## src/rtl/divmod_seq.sv

```systemverilog
// divmod_seq: sequential restoring unsigned divider, Q = N / D and R = N % D in WIDTH+1 cycles.
// Optional macro DIVMOD_ZERO_FAST_EN: a zero divisor skips the iterations and reports div_zero.
module divmod_seq #(
    parameter int WIDTH = 8
) (
    input  logic             clk,
    input  logic             rst,
    input  logic             start,
    input  logic [WIDTH-1:0] N,
    input  logic [WIDTH-1:0] D,
    output logic             busy,
    output logic             done,
    output logic [WIDTH-1:0] Q,
    output logic [WIDTH-1:0] R,
    output logic             div_zero
);
    localparam int CW = $clog2(WIDTH + 1);
    typedef enum logic [1:0] {IDLE, RUN, DONE} state_t;
    state_t           state_q;
    logic [CW-1:0]    cnt_q;
    logic [WIDTH-1:0] num_q, den_q, rem_q, rem_d, q_q, r_q;
    logic             busy_q, done_q, ge_d;
    logic [WIDTH:0]   trial_d;
    // one restoring step: shift the next dividend bit into the working remainder and trial-subtract
    always_comb begin
        trial_d = {rem_q, num_q[WIDTH-1]};
        ge_d    = trial_d >= {1'b0, den_q};
        rem_d   = ge_d ? trial_d[WIDTH-1:0] - den_q : trial_d[WIDTH-1:0];
    end
`ifdef DIVMOD_ZERO_FAST_EN
    logic dz_q;
    // div_zero is published together with Q and R on the done edge
    always_ff @(posedge clk or posedge rst)
        if (rst) dz_q <= 1'b0;
        else if (state_q == RUN && cnt_q == CW'(WIDTH)) dz_q <= den_q == '0;
    assign div_zero = dz_q;
`else
    assign div_zero = 1'b0;
`endif
    // control FSM with datapath; num_q doubles as dividend shifter and quotient accumulator
    always_ff @(posedge clk or posedge rst) begin
        if (rst) begin
            state_q <= IDLE;
            cnt_q   <= '0;
            num_q   <= '0;
            den_q   <= '0;
            rem_q   <= '0;
            q_q     <= '0;
            r_q     <= '0;
            busy_q  <= 1'b0;
            done_q  <= 1'b0;
        end else begin
            done_q <= 1'b0;
            if (state_q == RUN) begin
                if (cnt_q == CW'(WIDTH)) begin
                    state_q <= DONE;
                    busy_q  <= 1'b0;
                    done_q  <= 1'b1;
                    q_q     <= num_q;
                    r_q     <= rem_q;
                end else begin
                    num_q <= {num_q[WIDTH-2:0], ge_d};
                    rem_q <= rem_d;
                    cnt_q <= cnt_q + CW'(1);
                end
            end else if (start) begin
                state_q <= RUN;
                busy_q  <= 1'b1;
                num_q   <= N;
                den_q   <= D;
                rem_q   <= '0;
                cnt_q   <= '0;
`ifdef DIVMOD_ZERO_FAST_EN
                if (D == '0) begin
                    num_q <= '1;
                    rem_q <= N;
                    cnt_q <= CW'(WIDTH);
                end
`endif
            end else begin
                state_q <= IDLE;
            end
        end
    end
    assign busy = busy_q;
    assign done = done_q;
    assign Q    = q_q;
    assign R    = r_q;
endmodule

```

## config.mk

```make
export PLATFORM = sky130hd
export DESIGN_NAME = divmod_seq
export DESIGN_NICKNAME = d
export VERILOG_FILES = /design/src/rtl/divmod_seq.sv
export SDC_FILE = /design/constraint.sdc
export NUM_CORES = 1
export LEC_CHECK = 0
export ABC_AREA = 0
export BUFFER_PORTS_ARGS = -buffer_cell sky130_fd_sc_hd__buf_2
export CELL_PAD_IN_SITES_DETAIL_PLACEMENT = 1
export CELL_PAD_IN_SITES_GLOBAL_PLACEMENT = 2
export CORE_UTILIZATION = 36
export CTS_CLUSTER_DIAMETER = 120
export DETAILED_ROUTE_END_ITERATION = 8
export MAX_ROUTING_LAYER = met4
export PLACE_DENSITY = 0.78
export SETUP_SLACK_MARGIN = 0.2
export SLEW_MARGIN = 20
export SYNTH_ARGS = -nofsm -noshare
export SYNTH_HDL_FRONTEND = slang
export SYNTH_SLANG_ARGS = --single-unit
```

## constraint.sdc

```tcl
create_clock -name clk -period 2.2 [get_ports clk]
set_input_delay 0.22 -clock clk [delete_from_list [all_inputs] [get_ports clk]]
set_output_delay 0.22 -clock clk [all_outputs]
set_load 0.05 [all_outputs]
```

==> results.md <==
- The run finished with clean final reports.
- The final-report max-slew violation count is 0.
- In this run the worst path has a maximum fanout of 3.
- The top cell types in the final layout, fill and taps aside, are sky130_fd_sc_hd__dfrtp_1, sky130_fd_sc_hd__buf_2, sky130_fd_sc_hd__nand2_1.
- Before CTS, the worst setup slack after placement is 81.86 ps.
- The signal on the critical path passes through ha_4 > a21o_1 > a21oi_2 > a31oi_2 > buf_4 > or3_1 > a32o_1.
- After synthesis, the share of flip-flops with an asynchronous set or reset is 1.000.
- The first detailed-routing pass ran for 4 iterations.
- The category of cells accounting for the largest share of critical-path delay is compound AO/OA/AOI/OAI gates.
- The count of nets left with antenna violations once routing finished came out at 0.
- The initial utilization of the core area, before any placement, comes to 0.3820.
- The signal arrival time at the worst endpoint is 2180 ps.
- The worst setup path startpoint is rem_q[2]$_DFFE_PP0P_.
- The cell count of the worst hold path is 2.
- The first global-routing pass estimated ~10 mm of wire.
- The final critical-path required period is 1987 ps.
- The worst setup slack for register-to-register paths is 210 ps.
- The count of buffering cells on the critical path with inverters included is 1.
- The die covers 7228 um^2.
- The detail-routed net length per standard cell is 16.79 um.
- The count of endpoints failing hold in the final timing report is 0.
- The number of global-route vias before repair is 1988.
- STA classifies the critical path endpoint as a flip-flop.
- The startpoint identified for the worst register-to-register timing path is rem_q[2]$_DFFE_PP0P_.
- The final HPWL from detailed placement is 4.117 mm.
- The congestion estimate from routability-driven global placement came to 0.8094.
- By area the synthesized netlist is led by sky130_fd_sc_hd__dfrtp_1, sky130_fd_sc_hd__mux2_1, sky130_fd_sc_hd__mux2_2, sky130_fd_sc_hd__ha_1, sky130_fd_sc_hd__nand2_1.
- The slowest stage of the critical path is the sky130_fd_sc_hd__dfrtp_1 cell.
- The die extent in x is 85.02 um.
- In this run the mean area of a mapped cell was 10.65 um^2.
- The initial DRC count is 37.
- The detail-routed via count per cell is 5.271.
- The number of cells on the critical path is 7.
- Counting flops with a built-in enable in the synthesized netlist gives 0.
- The number of filler instances in the final layout is 725.
- The number of setup violations in the final report is 0.
- The startpoint identified for the worst hold timing path is D[1].
- The area used by sequential logic in the layout is 1202 um^2.
- In the post-route analysis, the smallest setup slack over all paths is between 200 and 250 ps.
- The CTS clock-pin slew for the worst setup and hold paths is 90 ps.
- The multi-input combinational cells in the finished layout cover a total of between 1000 and 1500 um^2.
- Clock tree synthesis inserted a total of 5 buffers.
- The total global routing overflow is 0.
- The final layout contains routed wiring with a total length of 6.129 mm.
- Across the routed clock network, the largest skew measured is 8.651 ps.
- In this run the deepest clock path goes through 2 buffers.
- The core region is about 6500 um^2.
- Counting cells, the worst reg-to-reg path comes to 7.
- After floorplanning, the core was divided into 29 placement rows.
- After technology mapping, the gate count stands at 233.
- The number of diodes is 0.
- The number of nets handed over by synthesis was ~260.
- Entering global routing, the biggest net connects 49 pins.
- Setup total negative slack on the finished layout was measured at 0 ps.
- The startpoint class of the critical path is a flip-flop.
- In this run the tool buffered the top-level ports with 36 buffer cells.
- In the final layout, the share of cells above drive strength 1 is 0.3542.
- The worst setup path category is flip-flop to flip-flop.
- During synthesis, Yosys emitted a total of 0 warnings.
- Static timing analysis puts the maximum clock frequency at just over 500 MHz.
- The required arrival time at the worst endpoint is 2390 ps.
- The cell area after synthesis is 2481 um^2.
- The synthesized design spends more area on one cell type than any other, namely sky130_fd_sc_hd__dfrtp_1.
- The number of antenna violations at the first check in global routing is 0.
- The insertion delay to the later sink of the worst-skew pair is 300 ps.
- The global routing usage summed across all routing layers is 0.1835.
- The die height is 85.02 um.
- The H-tree generated during clock tree synthesis spans 2 levels.
- Setup repair after global routing could not meet its margin everywhere.
- The post-synthesis sequential element count is 48.
- Of the synthesized area, sequential elements account for 0.4841.
- For this run, the leading register cell type out of synthesis is sky130_fd_sc_hd__dfrtp_1.
- The library cell used most frequently in the layout, excluding fill and tap cells, is sky130_fd_sc_hd__dfrtp_1.
- The worst min-delay path category is input port to flip-flop.
- The stage delay of the slowest cell on the critical path is about 450 ps.
- For this run, the post-layout net count is 319.
- The netlist uses 50 different library cells.
- Of the post-synthesis cell area, the dominant cell type holds 0.4841.
- From synthesis to final layout, the design area changed by 24.05%.
- The cell sitting at the root of the clock tree is a sky130_fd_sc_hd__clkbuf_8.
- The I/O pin total is 38.
- The CTS tree is done.
- The residual DRC count is 0.
- The via count of the routed design is 1924.
- The max-capacitance violation count is 0.
- The post-route fraction of the period consumed by the critical path is 0.9033.
- The number of sinks on the clock net is between 40 and 50.
cells by family (layout without fill, tap and decap cells):
kind of cell               Yosys count  count (layout)  share of synthesized area
muxes                               32              32                     0.1427
buffers and inverters               27              82                    0.05244
other                                1               1                   0.001511
AOI/OAI and AO/OA                   50              50                     0.1362
adders and majority gates           11              11                    0.05850
xor gates and xnor gates             4               4                    0.01412
DFF                                 48              48                     0.4841
and+or+nand+nor                     60              60                     0.1105
registers in the layout, indices dropped and copies added (netlist names), 2 cells and up:
register and count:
state_q 2, cnt_q 4, R 8, den_q 8, num_q 8, Q 8
rem_q 8
final timing paths:
path                                             end
worst max register to register  rem_q[4]$_DFFE_PP0P_
worst min register to register      R[4]$_DFFE_PP0P_
max in group asynchronous       rem_q[1]$_DFFE_PP0P_
worst max-delay path            rem_q[4]$_DFFE_PP0P_
min in group asynchronous           Q[1]$_DFFE_PP0P_
worst min-delay path            den_q[1]$_DFFE_PP0P_
layer usage:
layer / up-vias / track usage / wire length (um)
met5: - / - / 0
met4: 0 / 0.04314 / 54
met3: 6 / 0.03599 / 147
met2: 25 / 0.2940 / 3008
met1: 978 / 0.2408 / 2919
li1: 915 / - / -
what timing repair did:
item,4_1_cts,5_1_grt
endpoints found under the setup margin,7,8
setup buffers,6,1
pin swaps,3,2
hold buffers,1,0
gates resized for setup,8,10
endpoints found under the hold margin,48,0
synthesized netlist by cell type, types with 3 or more instances:
master                      n
sky130_fd_sc_hd__a21oi_1    6
sky130_fd_sc_hd__a31oi_1    3
sky130_fd_sc_hd__buf_2      5
sky130_fd_sc_hd__buf_4      4
sky130_fd_sc_hd__dfrtp_1   48
sky130_fd_sc_hd__ha_1      10
sky130_fd_sc_hd__inv_1     16
sky130_fd_sc_hd__mux2_1    12
sky130_fd_sc_hd__mux2_2    12
sky130_fd_sc_hd__mux2i_1    7
sky130_fd_sc_hd__nand2_1   27
sky130_fd_sc_hd__nand2b_1   3
sky130_fd_sc_hd__nand3_1    4
sky130_fd_sc_hd__nor2_1    12
sky130_fd_sc_hd__o211ai_1   4
sky130_fd_sc_hd__o21ai_0   16
sky130_fd_sc_hd__o21ai_1    4
per-stage QoR:
stage	std cells	instance area (um^2)	util	hold slack [ps]
2_1_floorplan	233	2481	-	351.7
3_3_place_gp	351	2820	0.4342	280.9
5_1_grt	365	3078	0.4739	120.2
6_report	365	3078	0.4739	126.4
4_1_cts	364	3024	0.4656	120.6
3_5_place_dp	351	2820	0.4342	284.8
final cells by class:
cell class	instances	share of cell area
tap	77	0.03130
multi-input combinational	158	0.4045
clock buffer	5	0.02236
inverter	16	0.01951
clock inverter	1	0.009756
timing repair buffer	60	0.1220
sequential	48	0.3906
Power is left out: the tool's default activity adds up to more than one toggle a clock period on the data nets, which glitch-free logic cannot reach.
